<file path="src/rtl/alu_wb_stage_if.sv">
// Shared result type and the handshake/redirect interface for alu_wb_stage.
// The package sits here so the interface, the stage and the bench all see one definition.
package alu_wb_pkg;
  localparam int unsigned VADDR_WIDTH  = 32;
  localparam int unsigned XLEN         = 32;
  localparam int unsigned AL_IDX_WIDTH = 5;

  typedef enum logic [3:0] {
    OpAdd, OpSub, OpAnd, OpOr, OpXor, OpSll, OpLui, OpSlt,
    OpJal, OpJalr, OpBeq, OpBne, OpBlt, OpBge, OpBltu, OpBgeu
  } alu_op_e;

  typedef logic [AL_IDX_WIDTH-1:0] al_idx_t;

  typedef struct packed {
    logic                   valid;
    alu_op_e                op;
    al_idx_t                al_idx;
    logic [VADDR_WIDTH-1:0] op_addr;
    logic [XLEN-1:0]        rd_val;
    logic                   actual_taken;
    logic [VADDR_WIDTH-1:0] actual_taken_addr;
  } vuop_result_t;
endpackage

interface alu_wb_if;
  import alu_wb_pkg::*;

  vuop_result_t           res_in;
  logic                   pred_taken;
  logic [VADDR_WIDTH-1:0] pred_addr;
  logic                   in_ready;
  vuop_result_t           wb_out;
  logic                   wb_ready;
  logic                   flush;
  logic                   redirect_valid;
  logic [VADDR_WIDTH-1:0] redirect_addr;
  al_idx_t                redirect_al_idx;

  modport master (
    output res_in, pred_taken, pred_addr, wb_ready, flush,
    input  in_ready, wb_out, redirect_valid, redirect_addr, redirect_al_idx
  );

  modport slave (
    input  res_in, pred_taken, pred_addr, wb_ready, flush,
    output in_ready, wb_out, redirect_valid, redirect_addr, redirect_al_idx
  );
endinterface

</file>
<file path="src/rtl/alu_wb_stage.sv">
// ALU writeback stage: result FIFO toward the ROB plus registered mispredict redirect.
// Optional perf counters (branch_cnt, mispred_cnt) are built when ALU_WB_PERF_EN is defined.
module alu_wb_stage
  import alu_wb_pkg::*;
#(
  parameter int unsigned DEPTH     = 2,
  parameter int unsigned CNT_WIDTH = 32
) (
  input  logic                 clk,
  input  logic                 rst,
  alu_wb_if.slave              bus
`ifdef ALU_WB_PERF_EN
  ,
  output logic [CNT_WIDTH-1:0] branch_cnt,
  output logic [CNT_WIDTH-1:0] mispred_cnt
`endif
);

  localparam int unsigned PtrW = (DEPTH > 1) ? $clog2(DEPTH) : 1;
  localparam int unsigned CntW = $clog2(DEPTH + 1);
  localparam logic [CntW-1:0] FullCnt = CntW'(DEPTH);

  vuop_result_t           mem_q [DEPTH];
  logic [PtrW-1:0]        wr_ptr_q, rd_ptr_q;
  logic [CntW-1:0]        count_q;
  logic                   redirect_valid_q;
  logic [VADDR_WIDTH-1:0] redirect_addr_q;
  al_idx_t                redirect_al_idx_q;

  logic                   in_ready, push, pop, is_cf, mispred;
  logic [VADDR_WIDTH-1:0] correct_pc;
  vuop_result_t           head;

  assign in_ready = (count_q != FullCnt);
  assign push     = bus.res_in.valid & in_ready & ~bus.flush;
  assign pop      = (count_q != '0) & bus.wb_ready;

  always_comb begin
    is_cf = 1'b0;
    unique case (bus.res_in.op)
      OpJal, OpJalr, OpBeq, OpBne, OpBlt, OpBge, OpBltu, OpBgeu: is_cf = 1'b1;
      default: is_cf = 1'b0;
    endcase
  end

  assign mispred = is_cf &
      ((bus.res_in.actual_taken != bus.pred_taken) |
       (bus.res_in.actual_taken & (bus.res_in.actual_taken_addr != bus.pred_addr)));

  assign correct_pc = bus.res_in.actual_taken ? bus.res_in.actual_taken_addr
                                              : bus.res_in.op_addr + VADDR_WIDTH'(4);

  // Stored entries keep valid=1; the presented valid comes from occupancy.
  always_comb begin
    head       = mem_q[rd_ptr_q];
    head.valid = (count_q != '0);
  end

  always_ff @(posedge clk or posedge rst) begin
    if (rst) begin
      for (int i = 0; i < int'(DEPTH); i++) mem_q[i] <= '0;
      wr_ptr_q          <= '0;
      rd_ptr_q          <= '0;
      count_q           <= '0;
      redirect_valid_q  <= 1'b0;
      redirect_addr_q   <= '0;
      redirect_al_idx_q <= '0;
    end else if (bus.flush) begin
      wr_ptr_q         <= '0;
      rd_ptr_q         <= '0;
      count_q          <= '0;
      redirect_valid_q <= 1'b0;
    end else begin
      if (push) begin
        mem_q[wr_ptr_q] <= bus.res_in;
        wr_ptr_q        <= wr_ptr_q + PtrW'(1);
      end
      if (pop) rd_ptr_q <= rd_ptr_q + PtrW'(1);
      if (push && !pop)      count_q <= count_q + CntW'(1);
      else if (!push && pop) count_q <= count_q - CntW'(1);
      redirect_valid_q <= push & mispred;
      if (push && mispred) begin
        redirect_addr_q   <= correct_pc;
        redirect_al_idx_q <= bus.res_in.al_idx;
      end
    end
  end

`ifdef ALU_WB_PERF_EN
  logic [CNT_WIDTH-1:0] branch_cnt_q, mispred_cnt_q;

  // push already excludes flush cycles, so flush needs no special handling here.
  always_ff @(posedge clk or posedge rst) begin
    if (rst) begin
      branch_cnt_q  <= '0;
      mispred_cnt_q <= '0;
    end else begin
      if (push && is_cf && branch_cnt_q != '1)   branch_cnt_q  <= branch_cnt_q + CNT_WIDTH'(1);
      if (push && mispred && mispred_cnt_q != '1) mispred_cnt_q <= mispred_cnt_q + CNT_WIDTH'(1);
    end
  end

  assign branch_cnt  = branch_cnt_q;
  assign mispred_cnt = mispred_cnt_q;
`endif

  assign bus.in_ready        = in_ready;
  assign bus.wb_out          = head;
  assign bus.redirect_valid  = redirect_valid_q;
  assign bus.redirect_addr   = redirect_addr_q;
  assign bus.redirect_al_idx = redirect_al_idx_q;

endmodule

</file>
<file path="src/flat_wrapper.sv">
// flat-port wrapper written by rule: the top's interface ports become plain ports
module alu_wb_stage_flat import alu_wb_pkg::*;
#(
  parameter int unsigned DEPTH     = 2,
  parameter int unsigned CNT_WIDTH = 32
)
  (clk, rst, bus_res_in, bus_pred_taken, bus_pred_addr, bus_wb_ready, bus_flush, bus_in_ready, bus_wb_out, bus_redirect_valid, bus_redirect_addr, bus_redirect_al_idx);
  alu_wb_if bus_i ();
  input  logic clk;
  input  logic rst;
  input wire logic [$bits(bus_i.res_in)-1:0] bus_res_in;
  input wire logic [$bits(bus_i.pred_taken)-1:0] bus_pred_taken;
  input wire logic [$bits(bus_i.pred_addr)-1:0] bus_pred_addr;
  input wire logic [$bits(bus_i.wb_ready)-1:0] bus_wb_ready;
  input wire logic [$bits(bus_i.flush)-1:0] bus_flush;
  output wire logic [$bits(bus_i.in_ready)-1:0] bus_in_ready;
  output wire logic [$bits(bus_i.wb_out)-1:0] bus_wb_out;
  output wire logic [$bits(bus_i.redirect_valid)-1:0] bus_redirect_valid;
  output wire logic [$bits(bus_i.redirect_addr)-1:0] bus_redirect_addr;
  output wire logic [$bits(bus_i.redirect_al_idx)-1:0] bus_redirect_al_idx;
  assign bus_i.res_in = bus_res_in;
  assign bus_i.pred_taken = bus_pred_taken;
  assign bus_i.pred_addr = bus_pred_addr;
  assign bus_i.wb_ready = bus_wb_ready;
  assign bus_i.flush = bus_flush;
  assign bus_in_ready = bus_i.in_ready;
  assign bus_wb_out = bus_i.wb_out;
  assign bus_redirect_valid = bus_i.redirect_valid;
  assign bus_redirect_addr = bus_i.redirect_addr;
  assign bus_redirect_al_idx = bus_i.redirect_al_idx;
  alu_wb_stage #(.DEPTH(DEPTH), .CNT_WIDTH(CNT_WIDTH)) u_core (.clk(clk), .rst(rst), .bus(bus_i));
endmodule
</file>
<file path="config.mk">
export PLATFORM = sky130hd
export DESIGN_NAME = alu_wb_stage_flat
export DESIGN_NICKNAME = d
export VERILOG_FILES = /design/src/rtl/alu_wb_stage_if.sv /design/src/rtl/alu_wb_stage.sv /design/src/flat_wrapper.sv
export SDC_FILE = /design/constraint.sdc
export NUM_CORES = 1
export LEC_CHECK = 0
export ABC_AREA = 1
export BUFFER_PORTS_ARGS = -buffer_cell sky130_fd_sc_hd__buf_2
export CAP_MARGIN = 20
export CELL_PAD_IN_SITES_DETAIL_PLACEMENT = 1
export CELL_PAD_IN_SITES_GLOBAL_PLACEMENT = 2
export CORE_AREA = 2 2 217 219
export DETAILED_ROUTE_END_ITERATION = 7
export DIE_AREA = 0 0 219 221
export GPL_ROUTABILITY_DRIVEN = 0
export HOLD_SLACK_MARGIN = 0.1
export PLACE_DENSITY = 0.89
export REMOVE_ABC_BUFFERS = 1
export SLEW_MARGIN = 0
export SYNTH_ARGS = -nofsm -noshare
export SYNTH_HDL_FRONTEND = slang
export SYNTH_SLANG_ARGS = --single-unit
</file>
<file path="constraint.sdc">
create_clock -name clk -period 7.1 [get_ports clk]
set_clock_uncertainty 0.15 [all_clocks]
set_input_delay 0 -clock clk [delete_from_list [all_inputs] [get_ports clk]]
set_output_delay 0 -clock clk [all_outputs]
set_load 0.005 [all_outputs]
</file>
==> metrics.txt, run 1 <==
mux cell area share after synthesis 0%; first-pass GRT wire length 76,200 µm; Reg clk slew, reported paths 60 ps; GRT Resource Usage Total 19.9%; Final Setup Violations 0; largest net degree at the start of global routing 171; run status completed; die outline area 48,400 µm²; TritonCTS clock tree done; CP most frequent cell dlygate4sd3_1; non-filler cells, final 2,735; Compound-Gate Fraction of Synth Area 12.0%; post-synthesis sequential area ratio 49.8%; pwr/cell area 363 nW/µm²; Distinct cells, synth 28; Clk Tree Root Cell clkbuf_16; Synth Area in Adders 0.0981%; LEAKAGE 9.25 nW; Die X 219 µm; starting DRC count in detailed routing 822; clock sinks 254; Synth Area in Simple Gates 28.9%; Final Cycle Share 52.8%; number of global-route vias before repair 13,435; IO Count 290; largest vdd supply drop 0.187 mV; Die Y 221 µm; Routed wire per std cell 17.6 µm; Seq cells post-synth 254; Critical path buffers and inverters 6; Yosys warning count 0; Vias/cell 4.60; via count 12,592; critical path capture point type register; f_max 267 MHz; placed insts 2,519; Max clock buf depth 3; Final Instance Area 17,200 µm²; Critical Path AT 4090 ps; Hold Path Class primary input to register; max-cap violations 0; RSZ-0062 raised after global routing no; core outline area 46,100 µm²; Skew-Pair Late Insertion Delay 570 ps; final slew viol count 0; Worst setup SP type primary input; average size of a mapped cell 7.50 µm²; Mapped Area 12,800 µm²; drt first pass iters 4; slowest stage delay, CP 860 ps; Crit path max-delay family buffers and inverters; Critical Path Fanout Max 77; slowest stage cell on the critical path buf_4; final wirelength 48,300 µm; grt ovf 0; Cells after Synth 1,701; PortBufs 289; std cell rows 79; area grow syn2layout 34.6%; final hold vios 0; postcts setup bufs 0; Max-slew headroom 31.2%; initial antenna violation count 5; ANT nets after route 0; DP HPWL 31,800 µm; starting density of the core 27.7%; layout cells sized above 1 20.2%; fin nets 2,248; main combinational cell family by area after synthesis simple AND/OR/NAND/NOR gates; post-layout util 37.3%; critical path, cell by cell dlygate4sd3_1 -> buf_2 -> dlygate4sd3_1 -> nand2_2 -> nor2_4 -> dlygate4sd3_1 -> inv_2 -> or2_4 -> buf_4 -> nand2_1 -> o21ai_2; Critical Path RT 7440 ps; CP Class primary input to register; Least-Margin Pin Slew 1030 ps; Synth Area in XOR/XNOR 0.824%; DRC viols 0; H-tree depth 1; placed cell area 14,600 µm²; setup_tns 0 ps; TritonCTS buffer count 31; fill cell count 5,676; Min Hold Slack 136 ps; Tmin final 3750 ps
-- flip-flops by register name, indices dropped and copies added, names as in the netlist --
name,count
u_core.wr_ptr_q,1
u_core.mem_q,212
u_core.bus.redirect_al_idx,5
u_core.bus.redirect_addr,32
u_core.rd_ptr_q,1
u_core.count_q,2
u_core.bus.redirect_valid,1
-- cell type report --
| type | count | area, µm² | area share, % |
|---|---|---|---|
| tap | 607 | 759 | 4.43 |
| multi-input combinational | 1211 | 5350 | 31.2 |
| sequential | 254 | 6360 | 37.1 |
| timing repair buffer | 458 | 3120 | 18.2 |
| clock inverter | 4 | 48.8 | 0.284 |
| inverter | 147 | 562 | 3.27 |
| clock buffer | 50 | 947 | 5.52 |
| antenna | 4 | 10.0 | 0.0583 |
-- logic make-up (layout without fill, tap and decap cells) --
family	count (synthesis)	after routing
xor+xnor	12	12
simple gates	946	946
other cells	0	4
flops	254	254
fa+ha+maj	1	1
compound gates	252	252
buf+inv	236	659
-- power by group --
part	leakage (nW)	switching, mW	internal (mW)
Sequential	3.18	0.421	2.13
Clock	0.491	0.631	0.936
Combinational	5.58	1.22	0.889
-- metal layers --
layer	routed length (µm)	track usage (%)	vias up	share of wire, %
met5	7	0	-	0.015
met4	955	4.32	2	2.0
met3	2600	3.11	57	5.4
met2	23300	34.3	326	48
met1	21400	26.3	6137	44
li1	-	-	6070	-
-- worst register-to-register path: stages (launching register included) --
cell and delay (ps):
dfrtp_1 400, inv_2 110, nand2_4 60, nand2_2 90, nor2_4 50, dlygate4sd3_1 590
inv_2 100, or2_4 690, buf_4 920, nand2_1 290, o21ai_2 110
-- synthesized netlist by cell type --
library cell / number / area, µm²
o21ai_0: 147 / 736
a31oi_1: 1 / 6.26
buf_1: 7 / 26.3
dfrtp_1: 254 / 6360
nand2_2: 1 / 6.26
a21oi_1: 3 / 15.0
nand2_1: 803 / 3010
o21ai_1: 30 / 150
nand2_4: 1 / 11.3
nor2_1: 54 / 203
clkbuf_1: 40 / 150
nand3_1: 82 / 410
buf_6: 20 / 225
o211ai_1: 1 / 7.51
buf_2: 18 / 90.1
nor2_4: 1 / 11.3
or2_1: 1 / 6.26
nand3b_1: 1 / 7.51
ha_1: 1 / 12.5
buf_4: 3 / 22.5
inv_1: 143 / 537
nand4_1: 1 / 6.26
o21ai_2: 70 / 613
xor2_1: 2 / 17.5
and2_1: 1 / 6.26
inv_2: 4 / 15.0
clkbuf_2: 1 / 5.00
xnor2_1: 10 / 87.6
-- path summary, 6_finish.rpt --
path / slack [ps] / from / to / cells after the start
setup / recovery: 3350 / bus_res_in[106] / u_core.mem_q[119] / 11
hold / removal: 140 / bus_res_in[24] / u_core.mem_q[131] / 4
min in group asynchronous: 550 / rst / u_core.mem_q[148] / 4
hold reg to reg: 320 / u_core.bus.redirect_addr[6] / u_core.bus.redirect_addr[6] / 2
max in group asynchronous: 4740 / rst / u_core.rd_ptr_q / 5
setup reg to reg: 3470 / u_core.count_q[0] / u_core.mem_q[119] / 10
-- stage by stage --
stage	power, mW	setup slack, ps
after CTS	6.30	3450
after detailed placement	4.62	4130
after global routing	6.72	3160
final	6.23	3350
after floorplan	3.66	-35.0
after global placement	4.50	4230
-- repair_timing --
action	in CTS	in global routing
hold endpoints to repair	335	0
gates resized for setup	0	0
hold buffers	158	0
-- cell usage in the layout, fill, tap and decap left out, drive strengths merged --
master and n:
o211ai 1, xor2 2, nand2 805, bufinv 1, ha 1, dlygate4sd3 158, o21ai 247, a31oi 1
buf 300, dfrtp 254, xnor2 10, or2 1, a21oi 3, clkinv 2, diode 4, nand3b 1
and2 1, inv 148, nand4 1, nand3 82, clkbuf 50, nor2 55
Note: power is estimated with default switching activity, not from simulation.
==> inputs of run 2 (changes only) <==
Settings changed: ABC_AREA 1 to 0, CORE_AREA 2 2 217 219 to 2 2 201 203, DIE_AREA 0 0 219 221 to 0 0 203 205, PLACE_DENSITY 0.89 to 0.84.
Clock period 7.1 ns to 3.3 ns, I/O delays scaled along.
==> metrics.txt, run 2 <==
run status completed (unchanged); Synth Area in XOR/XNOR 4.13% (was 0.824%); critical path, cell by cell dlygate4sd3_1 -> dlygate4sd3_1 -> buf_2 -> xor2_1 -> nor4_1 -> nand2_1 -> nor4_4 -> nor2_4 -> buf_12 -> mux2_4 (was dlygate4sd3_1 -> buf_2 -> dlygate4sd3_1 -> nand2_2 -> nor2_4 -> dlygate4sd3_1 -> inv_2 -> or2_4 -> buf_4 -> nand2_1 -> o21ai_2); DP HPWL 23,800 µm (was 31,800 µm); most frequent cell after synthesis mux2_2 (was nand2_1); std cell rows 73 (was 79); Seq cells post-synth 254 (unchanged); Synth async-reset ratio 100% (unchanged); f_max 329 MHz; LEAKAGE 7.58 nW (was 9.25 nW); top cell type's share of synthesized area 52.6% (was 49.8%); Least-Margin Pin Slew 847 ps (was 1030 ps); commonest non-fill, non-tap cell in the layout mux2_2 (was nand2_1); Area contributors post-synth dfrtp_1 53%, mux2_2 30%, mux2_4 3.5%, xor2_1 3.2%, nand2_1 1.5% (was dfrtp_1 50%, nand2_1 24%, o21ai_0 5.8%, o21ai_2 4.8%, inv_1 4.2%); Synth Area in Simple Gates 4.93% (was 28.9%); Synth Area in Adders 0.104% (was 0.0981%); Distinct cells, synth 39 (was 28); GRT Resource Usage Total 18.1% (was 19.9%); Routed wire per std cell 19.8 µm (was 17.6 µm); critical path capture point type register (unchanged); slowest stage cell on the critical path dlygate4sd3_1 (was buf_4); largest vdd supply drop 0.404 mV (was 0.187 mV); slowest stage delay, CP 580 ps (was 860 ps); Vias/cell 4.69 (was 4.60); Main synth FF type dfrtp_1 (unchanged); final hold vios 0 (unchanged); Hold Path Class primary input to register (unchanged); Compound-Gate Fraction of Synth Area 2.00% (was 12.0%); placed cell area 14,100 µm² (was 14,600 µm²); Worst setup SP type primary input (unchanged); drt first pass iters 4 (unchanged); number of global-route vias before repair 10,233 (was 13,435); pre-CTS WS 444 ps (was 4130 ps); Critical Path AT 3320 ps (was 4090 ps); fin nets 1,495 (was 2,248); H-tree depth 1 (unchanged); largest net degree at the start of global routing 117 (was 171); starting DRC count in detailed routing 234 (was 822); Final Cycle Share 92.0%; Clk Tree Root Cell clkbuf_16 (unchanged); area grow syn2layout 40.8% (was 34.6%); clock sinks 254 (unchanged); CP most frequent cell dlygate4sd3_1 (unchanged); Critical Path RT 3580 ps (was 7440 ps); highest-count cells in the layout ignoring fill and taps 322 x mux2_2, 289 x buf_2, 253 x dfrtp_1, 184 x dlygate4sd3_1, 48 x nand2_1 (was 801 x nand2_1, 289 x buf_2, 253 x dfrtp_1, 158 x dlygate4sd3_1, 147 x o21ai_0); initial antenna violation count 3 (was 5); number of flip-flops in the largest register 212 (unchanged); ANT nets after route 0 (unchanged); Worst R2R Start u_core.count_q[0] (unchanged); Final Setup Violations 0 (unchanged); final slew viol count 0 (unchanged); starting density of the core 30.7% (was 27.7%); pwr/cell area 615 nW/µm² (was 363 nW/µm²); IO Count 290 (unchanged); Yosys top cell by area dfrtp_1 (unchanged); Resized cells post-CTS 0 (unchanged); TritonCTS buffer count 30 (was 31); mux cell area share after synthesis 33.8% (was 0%); Post-synth top cells 322 x mux2_2, 254 x dfrtp_1, 49 x nand2_1, 44 x xor2_1, 34 x o21ai_0 (was 803 x nand2_1, 254 x dfrtp_1, 147 x o21ai_0, 143 x inv_1, 82 x nand3_1); post-synthesis sequential area ratio 52.6% (was 49.8%); TritonCTS clock tree done (unchanged); Max clock buf depth 3 (unchanged); Die Y 205 µm (was 221 µm); fill cell count 4,117 (was 5,676); Max-slew headroom 43.5% (was 31.2%); worst hold start bus_res_in[11] (was bus_res_in[24]); first-pass GRT wire length 58,700 µm (was 76,200 µm); average size of a mapped cell 13.8 µm² (was 7.50 µm²); number of synthesized flops with an enable pin 0 (unchanged); setup_tns 0 ps (unchanged); via count 8,916 (was 12,592); RSZ-0062 raised after global routing no (unchanged); Reg clk slew, reported paths 60 ps (about the same); layout cells sized above 1 52.0% (was 20.2%); core outline area 39,400 µm² (was 46,100 µm²); DRC viols 0 (unchanged); Tmin final 3040 ps; Skew-Pair Late Insertion Delay 550 ps (was 570 ps); CP Class primary input to register (unchanged); Reg with most FFs u_core.mem_q (unchanged); Critical Path Fanout Max 21 (was 77); PortBufs 289 (unchanged); Critical Path Source bus_res_in[0] (was bus_res_in[106]); grt ovf 0 (unchanged); main combinational cell family by area after synthesis multiplexers (was simple AND/OR/NAND/NOR gates); Mapped Area 12,100 µm² (was 12,800 µm²); final worst slack 265 ps (was 3350 ps); Final Instance Area 17,000 µm² (was 17,200 µm²); Yosys warning count 0 (unchanged); Cells after Synth 876 (was 1,701); die outline area 41,600 µm² (was 48,400 µm²); Die X 203 µm (was 219 µm); final wirelength 37,700 µm (was 48,300 µm); max-cap violations 0 (unchanged)
run 2: changes by cell type in the layout (fill, tap and decap cells not counted), moves of 26 or more:
cell           delta
nand2_1         -753
mux2_2          +322
inv_1           -133
o21ai_0         -113
nand3_1          -70
o21ai_2          -70
xor2_1           +42
nor2_1           -39
o21ai_1          -30
mux2_4           +28
dlygate4sd3_1    +26
run 2: kinds of logic after synthesis:
| family | Yosys count |
|---|---|
| AOI/OAI and AO/OA | 43 |
| buffers and inverters | 55 |
| and+or+nand+nor | 112 |
| xor gates and xnor gates | 57 |
| DFF | 254 |
| adders and majority gates | 1 |
| muxes | 354 |
run 2: report_power, final:
group	internal [mW]	switching [mW]	total, mW
Combinational	1.61	1.05	2.66
Sequential	3.98	0.473	4.45
Clock	2.00	1.36	3.36
run 2: what timing repair did:
item / in CTS / in global routing
hold buffers: 184 / 0
hold endpoints to repair: 366 / 0
buffers inserted: 0 / 0
run 2: final cells by class:
| class | count | area [µm²] | share of cell area [%] |
|---|---|---|---|
| tap | 525 | 657 | 3.86 |
| antenna | 3 | 7.51 | 0.0442 |
| timing repair buffer | 487 | 3480 | 20.5 |
| sequential | 254 | 6360 | 37.4 |
| inverter | 10 | 45.0 | 0.265 |
| clock inverter | 16 | 176 | 1.04 |
| multi-input combinational | 567 | 5450 | 32.0 |
| clock buffer | 40 | 828 | 4.87 |
run 2: final timing paths:
path                       cells past startpoint                       endpoint  slack (ps)
hold / removal                                 3               u_core.mem_q[11]         130
setup reg to reg                               7  u_core.bus.redirect_al_idx[1]         490
min in group asynchronous                      4              u_core.mem_q[171]         610
max in group asynchronous                      5                u_core.rd_ptr_q        1280
setup / recovery                              10    u_core.bus.redirect_addr[5]         260
hold reg to reg                                2               u_core.mem_q[85]         330
run 2: per-layer routing:
metal  global-route usage [%]  wire, µm  vias to the layer above
met1                     22.0     15700                     4586
met4                     5.27       864                        0
li1                         -         -                     4069
met2                     32.4     19200                      210
met3                     3.50      1950                       51
met5                        0         0                        -
run 2: per-stage QoR:
stage               instances  power (mW)  hold WS [ps]  utilization [%]
floorplan                 831        5.85         -83.6                -
global placement         1659        6.79          73.6             35.9
detailed placement       1659        6.94          87.6             35.9
CTS                      1899        10.6           100             43.2
global route             1902        11.1           123             43.2
finish                   1902        10.5           127             43.2
run 2: critical path, delay by kind of cell:
kind          cells  cell delay (ps)
xor+xnor          1              160
buf+inv           4             1550
mux               1              310
simple gates      4             1250
==> inputs of run 3 (changes only) <==
Settings changed: CELL_PAD_IN_SITES_GLOBAL_PLACEMENT 2 to 1, PLACE_DENSITY 0.84 to 0.74.
==> metrics.txt, run 3 (synthesis gave the netlist of run 2 again) <==
layout cells sized above 1 52.4% (was 52.0%); largest net degree at the start of global routing 89 (was 117); slowest stage delay, CP 650 ps (was 580 ps); Final Setup Violations 0 (unchanged); Critical path buffers and inverters 6 (was 4); LEAKAGE 7.54 nW (was 7.58 nW); Skew-Pair Late Insertion Delay 560 ps (was 550 ps); grt ovf 0 (unchanged); Least-Margin Pin Slew 883 ps (was 847 ps); setup_tns 0 ps (unchanged); ANT nets after route 0 (unchanged); final slew viol count 0 (unchanged); core outline area 39,400 µm² (unchanged); Critical Path RT 3610 ps (was 3580 ps); Reg with most FFs u_core.mem_q (unchanged); R2R setup slack 370 ps (was 490 ps); pwr/cell area 617 nW/µm² (was 615 nW/µm²); DP HPWL 23,900 µm (was 23,800 µm); number of global-route vias before repair 10,197 (was 10,233); slowest stage cell on the critical path dlygate4sd3_1 (unchanged); via count 8,916 (unchanged); ANT cells 0 (was 3); Final Cycle Share 93.2% (was 92.0%); initial antenna violation count 0 (was 3); final hold vios 0 (unchanged); TritonCTS clock tree done (unchanged); DRC viols 0 (unchanged); Critical Path Fanout Max 4 (was 21); largest vdd supply drop 0.403 mV (was 0.404 mV); Clk Tree Root Cell clkbuf_16 (unchanged); IO Count 290 (unchanged); H-tree depth 1 (unchanged); starting DRC count in detailed routing 271 (was 234); CP most frequent cell dlygate4sd3_1 (unchanged); highest-count cells in the layout ignoring fill and taps 322 x mux2_2, 289 x buf_2, 253 x dfrtp_1, 174 x dlygate4sd3_1, 48 x nand2_1 (was 322 x mux2_2, 289 x buf_2, 253 x dfrtp_1, 184 x dlygate4sd3_1, 48 x nand2_1); critical path, cell by cell dlygate4sd3_1 -> buf_2 -> inv_1 -> a222oi_1 -> dlygate4sd3_1 -> nand4bb_1 -> dlygate4sd3_1 -> nor4_4 -> dlygate4sd3_1 -> o21ai_0 -> o31ai_1 (was dlygate4sd3_1 -> dlygate4sd3_1 -> buf_2 -> xor2_1 -> nor4_1 -> nand2_1 -> nor4_4 -> nor2_4 -> buf_12 -> mux2_4); Worst setup SP type primary input (unchanged); drt first pass iters 4 (unchanged); std cell rows 73 (unchanged); GRT Resource Usage Total 18.6% (was 18.1%); final wirelength 38,700 µm (was 37,700 µm); Hold Path Class primary input to register (unchanged); fin nets 1,486 (was 1,495); CP Class primary input to register (unchanged); commonest non-fill, non-tap cell in the layout mux2_2 (unchanged); TritonCTS buffer count 30 (unchanged); number of flip-flops in the largest register 212 (unchanged); max-cap violations 0 (unchanged); run status completed (unchanged); Routed wire per std cell 20.6 µm (was 19.8 µm); PortBufs 289 (unchanged); Resized cells post-CTS 0 (unchanged); starting density of the core 30.7% (unchanged); area grow syn2layout 39.8% (was 40.8%); Die Y 205 µm (unchanged); Max-slew headroom 41.1% (was 43.5%); Max clock buf depth 3 (unchanged); die outline area 41,600 µm² (unchanged); RSZ-0062 raised after global routing no (unchanged); clock sinks 254 (unchanged); critical path capture point type register (unchanged); Die X 203 µm (unchanged); Crit path max-delay family buffers and inverters (unchanged); f_max 325 MHz (was 329 MHz); Tmin final 3080 ps (was 3040 ps); first-pass GRT wire length 59,900 µm (was 58,700 µm); Reg clk slew, reported paths 60 ps (about the same); post-layout util 42.9% (was 43.2%); Critical Path AT 3390 ps (was 3320 ps); Vias/cell 4.74 (was 4.69)
-- run 3: final timing paths --
check                      depth (start not counted)                             to              start
min reg2reg                                        2               u_core.mem_q[24]   u_core.mem_q[24]
max reg2reg                                        8  u_core.bus.redirect_al_idx[0]  u_core.count_q[0]
min in group asynchronous                          4               u_core.mem_q[82]                rst
min                                                3              u_core.mem_q[203]     bus_res_in[96]
max                                               11   u_core.bus.redirect_addr[24]     bus_res_in[23]
max in group asynchronous                          5   u_core.bus.redirect_addr[14]                rst
-- run 3: worst reg2reg max path, stage by stage (launching register included) --
cell,delay (ps)
dfrtp_1,420
nand2b_1,180
nand2_1,150
nor2_1,240
dlygate4sd3_1,610
o211ai_1,170
nor2_4,240
buf_12,280
mux2_2,370
-- run 3: cell type report --
cell class,count,area [µm²]
flip-flops and latches,254,6360
clock inverters,6,85.1
repair buffers,478,3400
multi-input cells,567,5450
clock buffers,42,897
fillers,4172,22500
inverters,10,45.0
well taps,525,657
-- run 3: stage by stage --
stage	power, mW	cells	hold WS [ps]	cell area, µm²	setup WS, ps
6_report	10.4	1882	111	16900	224
5_1_grt	11.0	1882	108	16900	44.4
4_1_cts	10.5	1878	101	16900	54.3
3_5_place_dp	6.95	1656	20.4	14100	554
3_3_place_gp	6.79	1656	4.03	14100	607
2_1_floorplan	5.85	831	-83.6	11800	-3840
-- run 3: layer usage --
layer	GRT usage (%)	part of all wire [%]	vias to the layer above
met5	0	0	-
li1	-	-	4042
met3	3.96	5.3	61
met2	34.2	52	224
met4	6.00	2.6	0
met1	21.3	40	4589
-- run 3: power by group --
part / total (mW) / leakage (nW) / switching [mW] / internal (mW)
logic: 2.68 / 4.02 / 1.08 / 1.59
clock network: 3.32 / 0.479 / 1.30 / 2.02
registers: 4.43 / 3.03 / 0.457 / 3.98
total: 10.4 / 7.54 / 2.84 / 7.59
-- run 3: timing repair --
item | CTS | global route
endpoints found under the hold margin | 506 | 0
endpoints found under the setup margin | 0 | 27
hold buffers | 174 | 0
buffers inserted | 0 | 4
